$ cat src/rtl/cacheline_arb_pkg.sv
// Shared types for the cacheline arbiter.
// FSM states, requester ids and the line type.
package cacheline_arb_pkg;

  localparam int LINE_BITS = 256;

  typedef enum logic [1:0] {
    IDLE,
    BUSY,
    DONE
  } arb_state_t;

  typedef enum logic {
    REQ_I,
    REQ_D
  } requester_t;

  typedef logic [LINE_BITS-1:0] line_t;

endpackage

$ cat src/rtl/sat_counter.sv
// Saturating up-counter with synchronous clear.
// Ports: clk, rst (async high), inc, clr, count.
module sat_counter #(
  parameter int W = 16
) (
  input  logic         clk,
  input  logic         rst,
  input  logic         inc,
  input  logic         clr,
  output logic [W-1:0] count
);

  always_ff @(posedge clk or posedge rst) begin
    if (rst) begin
      count <= '0;
    end else if (clr) begin
      count <= '0;
    end else if (inc && count != {W{1'b1}}) begin
      count <= count + W'(1);
    end
  end

endmodule

$ cat src/rtl/cacheline_arbiter.sv
// Round-robin arbiter sharing one burst engine between icache and dcache.
// Ports: icache_* / dcache_* requesters, line_* burst engine, debug counters.
module cacheline_arbiter
  import cacheline_arb_pkg::*;
#(
  parameter int ADDR_W         = 32,
  parameter int LINE_W         = 256,
  parameter int TIMEOUT_CYCLES = 1024,
  parameter int CNT_W          = 16
) (
  input  logic              clk,
  input  logic              rst,
  input  logic [ADDR_W-1:0] icache_addr,
  input  logic              icache_read,
  output logic [LINE_W-1:0] icache_rdata,
  output logic              icache_resp,
  input  logic [ADDR_W-1:0] dcache_addr,
  input  logic              dcache_read,
  input  logic              dcache_write,
  input  logic [LINE_W-1:0] dcache_wdata,
  output logic [LINE_W-1:0] dcache_rdata,
  output logic              dcache_resp,
  output logic [ADDR_W-1:0] line_addr,
  output logic              line_read,
  output logic              line_write,
  output logic [LINE_W-1:0] line_wdata,
  input  logic [LINE_W-1:0] line_rdata,
  input  logic              line_resp,
  output logic              timeout_err,
  output logic [CNT_W-1:0]  icache_grants,
  output logic [CNT_W-1:0]  dcache_grants
);

  localparam int WD_W = $clog2(TIMEOUT_CYCLES + 1);
  localparam logic [WD_W-1:0] WD_LAST =
    WD_W'(TIMEOUT_CYCLES - 1);

  arb_state_t        state;
  requester_t        last_grant;
  requester_t        owner;
  logic [ADDR_W-1:0] hold_addr;
  logic [LINE_W-1:0] hold_wdata;
  logic [LINE_W-1:0] cap_rdata;
  logic [WD_W-1:0]   wd_count;

  logic i_req;
  logic d_req;
  logic pick_d;
  logic grant;

  assign i_req  = icache_read;
  assign d_req  = dcache_read | dcache_write;
  // dcache wins when alone, or on a tie when icache went last.
  assign pick_d = d_req & (~i_req | (last_grant == REQ_I));
  assign grant  = (state == IDLE) & (i_req | d_req);

  always_ff @(posedge clk or posedge rst) begin
    if (rst) begin
      state       <= IDLE;
      last_grant  <= REQ_D;
      owner       <= REQ_I;
      hold_addr   <= '0;
      hold_wdata  <= '0;
      cap_rdata   <= '0;
      line_read   <= 1'b0;
      line_write  <= 1'b0;
      icache_resp <= 1'b0;
      dcache_resp <= 1'b0;
      timeout_err <= 1'b0;
    end else begin
      unique case (state)
        IDLE: begin
          if (grant) begin
            owner      <= pick_d ? REQ_D : REQ_I;
            last_grant <= pick_d ? REQ_D : REQ_I;
            hold_addr  <= pick_d ? dcache_addr : icache_addr;
            hold_wdata <= pick_d ? dcache_wdata : '0;
            // write beats read if the dcache raises both
            line_write <= pick_d & dcache_write;
            line_read  <= ~(pick_d & dcache_write);
            state      <= BUSY;
          end
        end
        BUSY: begin
          if (line_resp) begin
            cap_rdata   <= line_write ? '0 : line_rdata;
            line_read   <= 1'b0;
            line_write  <= 1'b0;
            icache_resp <= (owner == REQ_I);
            dcache_resp <= (owner == REQ_D);
            state       <= DONE;
          end
        end
        DONE: begin
          icache_resp <= 1'b0;
          dcache_resp <= 1'b0;
          state       <= IDLE;
        end
        default: state <= IDLE;
      endcase
      if (state == BUSY && wd_count == WD_LAST) begin
        timeout_err <= 1'b1;
      end
    end
  end

  assign line_addr    = hold_addr;
  assign line_wdata   = hold_wdata;
  assign icache_rdata = icache_resp ? cap_rdata : '0;
  assign dcache_rdata = dcache_resp ? cap_rdata : '0;

  sat_counter #(.W(CNT_W)) u_icnt (
    .clk   (clk),
    .rst   (rst),
    .inc   (grant & ~pick_d),
    .clr   (1'b0),
    .count (icache_grants)
  );

  sat_counter #(.W(CNT_W)) u_dcnt (
    .clk   (clk),
    .rst   (rst),
    .inc   (grant & pick_d),
    .clr   (1'b0),
    .count (dcache_grants)
  );

  // Restarts on every grant; counts cycles spent in BUSY.
  sat_counter #(.W(WD_W)) u_wdog (
    .clk   (clk),
    .rst   (rst),
    .inc   (state == BUSY),
    .clr   (grant),
    .count (wd_count)
  );

endmodule

$ cat config.mk
export PLATFORM = sky130hd
export DESIGN_NAME = cacheline_arbiter
export DESIGN_NICKNAME = d
export VERILOG_FILES = /design/src/rtl/cacheline_arb_pkg.sv /design/src/rtl/sat_counter.sv /design/src/rtl/cacheline_arbiter.sv
export SDC_FILE = /design/constraint.sdc
export NUM_CORES = 1
export LEC_CHECK = 0
export CORE_AREA = 2 2 559 561
export CTS_CLUSTER_SIZE = 20
export DETAILED_ROUTE_END_ITERATION = 7
export DIE_AREA = 0 0 561 563
export PLACE_DENSITY = 0.32
export SYNTH_ARGS = -nofsm -noshare
export SYNTH_HDL_FRONTEND = slang
export SYNTH_SLANG_ARGS = --single-unit
$ cat constraint.sdc
create_clock -name clk -period 36.8 [get_ports clk]
set_input_delay 7.36 -clock clk [delete_from_list [all_inputs] [get_ports clk]]
set_output_delay 7.36 -clock clk [all_outputs]
set_load 0.005 [all_outputs]
==> impl_metrics.env <==
export IMPL_rrSetupSlack_ns=32.85
export IMPL_numCtsBuffers=87
export IMPL_tritoncts="done"
export IMPL_fin_crit_sh_pct=30.6
export IMPL_grt_overflow=0
export IMPL_p_per_area_nw_per_um2=73.1
export IMPL_clock_latency_ns=0.83
export IMPL_rsz0062_at_grt="false"
export IMPL_reg2reg_depth=6
export IMPL_row_count=205
export IMPL_synth_seq_area_share_pct=55.4
export IMPL_dpl_cell_area_um2=45600
export IMPL_arrival_ns=3.91
export IMPL_hp_class="reg2reg"
export IMPL_layout_common_cells="1418 x clkdlybuf4s50_1, 592 x dfrtp_1, 515 x and2_1"
export IMPL_final_max_slew_viol_count=0
export IMPL_finalWeightedCongestion=0.840
export IMPL_dieArea_um2=316000
export IMPL_vdd_drop_max_mv=0.0362
export IMPL_holdPathEnd="u_wdog.count[8]$_DFFE_PP0P_"
export IMPL_syn_to_final_growth_pct=80.2
export IMPL_min_period_ns=11.27
export IMPL_min_delay_start="u_wdog.count[8]$_DFFE_PP0P_"
export IMPL_fin_tns_setup_ns=0
export IMPL_fin_skew_ns=0.0887
export IMPL_antenna_found_initial=122
export IMPL_core_area_um2=310000
export IMPL_vias=25100
export IMPL_wl_per_cell_um=23.0
export IMPL_drcViolationCount=1
export IMPL_root_buffer="clkbuf_16"
export IMPL_path_cells="buf_4, buf_4, and2_1, clkdlybuf4s50_1"
export IMPL_ys_ff_latch=596
export IMPL_ant_nets=0
export IMPL_synth_warnings=0
export IMPL_endpoint_kind="output pin"
export IMPL_cpLargestDelayFamily="buffers and inverters"
export IMPL_via_per_inst=3.08
export IMPL_synth_cell_types=51
export IMPL_synthArstFlopShare_pct=100
export IMPL_slowest_stage="dfrtp_4"
export IMPL_synth_edf_count=0
export IMPL_drt_pass1_iter_count=8
export IMPL_fmax_mhz=88.7
export IMPL_nNetsFinal=4507
export IMPL_postCtsHoldBufs=0
export IMPL_synth_area_um2=26900
export IMPL_wl_um=188000
export IMPL_hold_depth=1
export IMPL_post_cts_resized=0
export IMPL_grt_max_degree=198
export IMPL_max_stage_delay_ns=0.73
export IMPL_h_tree_depth=3
export IMPL_power_leakage_nw=19.3
export IMPL_start_util_pct=8.68
export IMPL_max_slew_margin_pct=23.3
export IMPL_syn_avg_cell_area_um2=10.4
export IMPL_maxCapViolCount=0
export IMPL_die_x_um=561
export IMPL_hpwl_um=153000
export IMPL_crit_path_start_kind="flip-flop"
export IMPL_die_h_um=563
export IMPL_final_common_cell="clkdlybuf4s50_1"
export IMPL_drive_above_1_share_pct=4.55
export IMPL_setup_viol=0
export IMPL_fillers=34800
export IMPL_finalInstanceArea_um2=48500
export IMPL_grt_pass1_vias=25800
export IMPL_synthesis_instances=2601
export IMPL_syn_num_nets=3186
export IMPL_failed_checks="DRC"
export IMPL_worstSetupPathType="reg2out"
export IMPL_grt_use_total_pct=11.4
export IMPL_clk_pin_slew_ns=0.06
export IMPL_worst_slew_pin_transition_ns=1.15
export IMPL_rr_startpoint="state[1]$_DFFE_PP0P_"
export IMPL_postCtsSetupRepairBufs=0
export IMPL_status="complete, but fails checks"
export IMPL_drt_iter0_markers=1358
export IMPL_worstPathMaxFanout=92
export IMPL_synth_flop_cell="dfrtp_1"
export IMPL_crit_path_frequent_cell="buf_4"
export IMPL_hold_violations=0
export IMPL_numPortBuffers=1418
export IMPL_grt_pass1_wl_um=247000
export IMPL_io_pin_count=1419
export IMPL_path_buf_inv=3
export IMPL_cts_sinks=596
export IMPL_worstReg2RegEnd="u_dcnt.count[12]$_DFFE_PP0P_"
export IMPL_cts_buffer_depth=4
export IMPL_cp_required_ns=29.44
logic make-up after synthesis:
kind of cell | count (synthesis) | synth area share, %
xor+xnor | 27 | 0.878
mux | 11 | 0.423
compound gates | 580 | 15.2
flops | 596 | 55.4
buf+inv | 252 | 4.27
simple gates | 1132 | 23.6
fa+ha+maj | 3 | 0.139
where the power goes:
group | switching (W) | leakage (nW) | internal, W
combinational | 0.000662 | 10.3 | 0.000799
sequential | 0.000288 | 7.59 | 0.000934
clock | 0.000343 | 1.40 | 0.000521
metal layers:
layer	vias to the layer above	wire length [µm]	part of all wire (%)	track usage, %
li1	11500	-	-	-
met1	12000	67400	36	11.8
met2	1211	94100	50	20.5
met3	317	20400	11	5.52
met4	106	5390	2.9	2.90
met5	-	666	0.35	0
sequential cells by signal (all words and copies together) (netlist names), 2 cells and up:
signal,cells
cap_rdata,256
line_addr,32
line_wdata,256
state,2
u_dcnt.count,16
u_icnt.count,16
u_wdog.count,11
per-stage QoR:
step	power, W	instances	hold WS (ns)	utilization [%]	setup slack (ns)
2_1_floorplan	0.00165	2601	0.437	-	12.76
3_3_place_gp	0.00275	7973	0.462	14.7	25.23
3_5_place_dp	0.00275	7973	0.466	14.7	25.19
4_1_cts	0.00366	8121	0.476	15.6	25.27
5_1_grt	0.00378	8123	0.494	15.6	25.19
6_report	0.00355	8155	0.474	15.6	25.53
cell type report:
type                            count  area (µm²)  area share [%]
Clock inverter                     21         297           0.611
Tap cell                         4140        5180            10.7
Sequential cell                   596       14900            30.8
Multi-Input combinational cell   1753       10900            22.4
Inverter                           37         146           0.302
Antenna cell                       34        85.1           0.175
Timing Repair Buffer             1447       14400            29.8
Clock buffer                      127        2560            5.27
Yosys cell counts, types with 8 or more instances:
library cell | number | area share (%)
nand2b_1 | 259 | 6.0
nor3_1 | 9 | 0.17
mux2i_1 | 8 | 0.30
nand3_1 | 11 | 0.20
o21ai_0 | 262 | 4.9
a222oi_1 | 32 | 1.2
nor4_1 | 12 | 0.28
nand4_1 | 10 | 0.23
buf_4 | 20 | 0.56
dfrtp_1 | 595 | 55
a21oi_1 | 8 | 0.15
nand2_1 | 284 | 4.0
and2_1 | 515 | 12
clkbuf_1 | 117 | 1.6
a22o_1 | 258 | 8.4
nor2_1 | 8 | 0.11
inv_1 | 37 | 0.52
buf_2 | 73 | 1.4
xor2_1 | 25 | 0.81
how the worst max path moves through the flow:
stage	end	slack [ns]	startpoint	cells after the start
after detailed placement	cap_rdata[165]$_DFFE_PP0P_	25.19	rst	6
final	icache_rdata[91]	25.53	icache_resp$_DFFE_PP0P_	4
after global placement	cap_rdata[224]$_DFFE_PP0P_	25.23	rst	6
after floorplan	cap_rdata[0]$_DFFE_PP0P_	12.76	rst	1
after CTS	icache_rdata[97]	25.27	icache_resp$_DFFE_PP0P_	4
after global routing	icache_rdata[91]	25.19	icache_resp$_DFFE_PP0P_	4
Note: power is estimated with default switching activity, not from simulation.
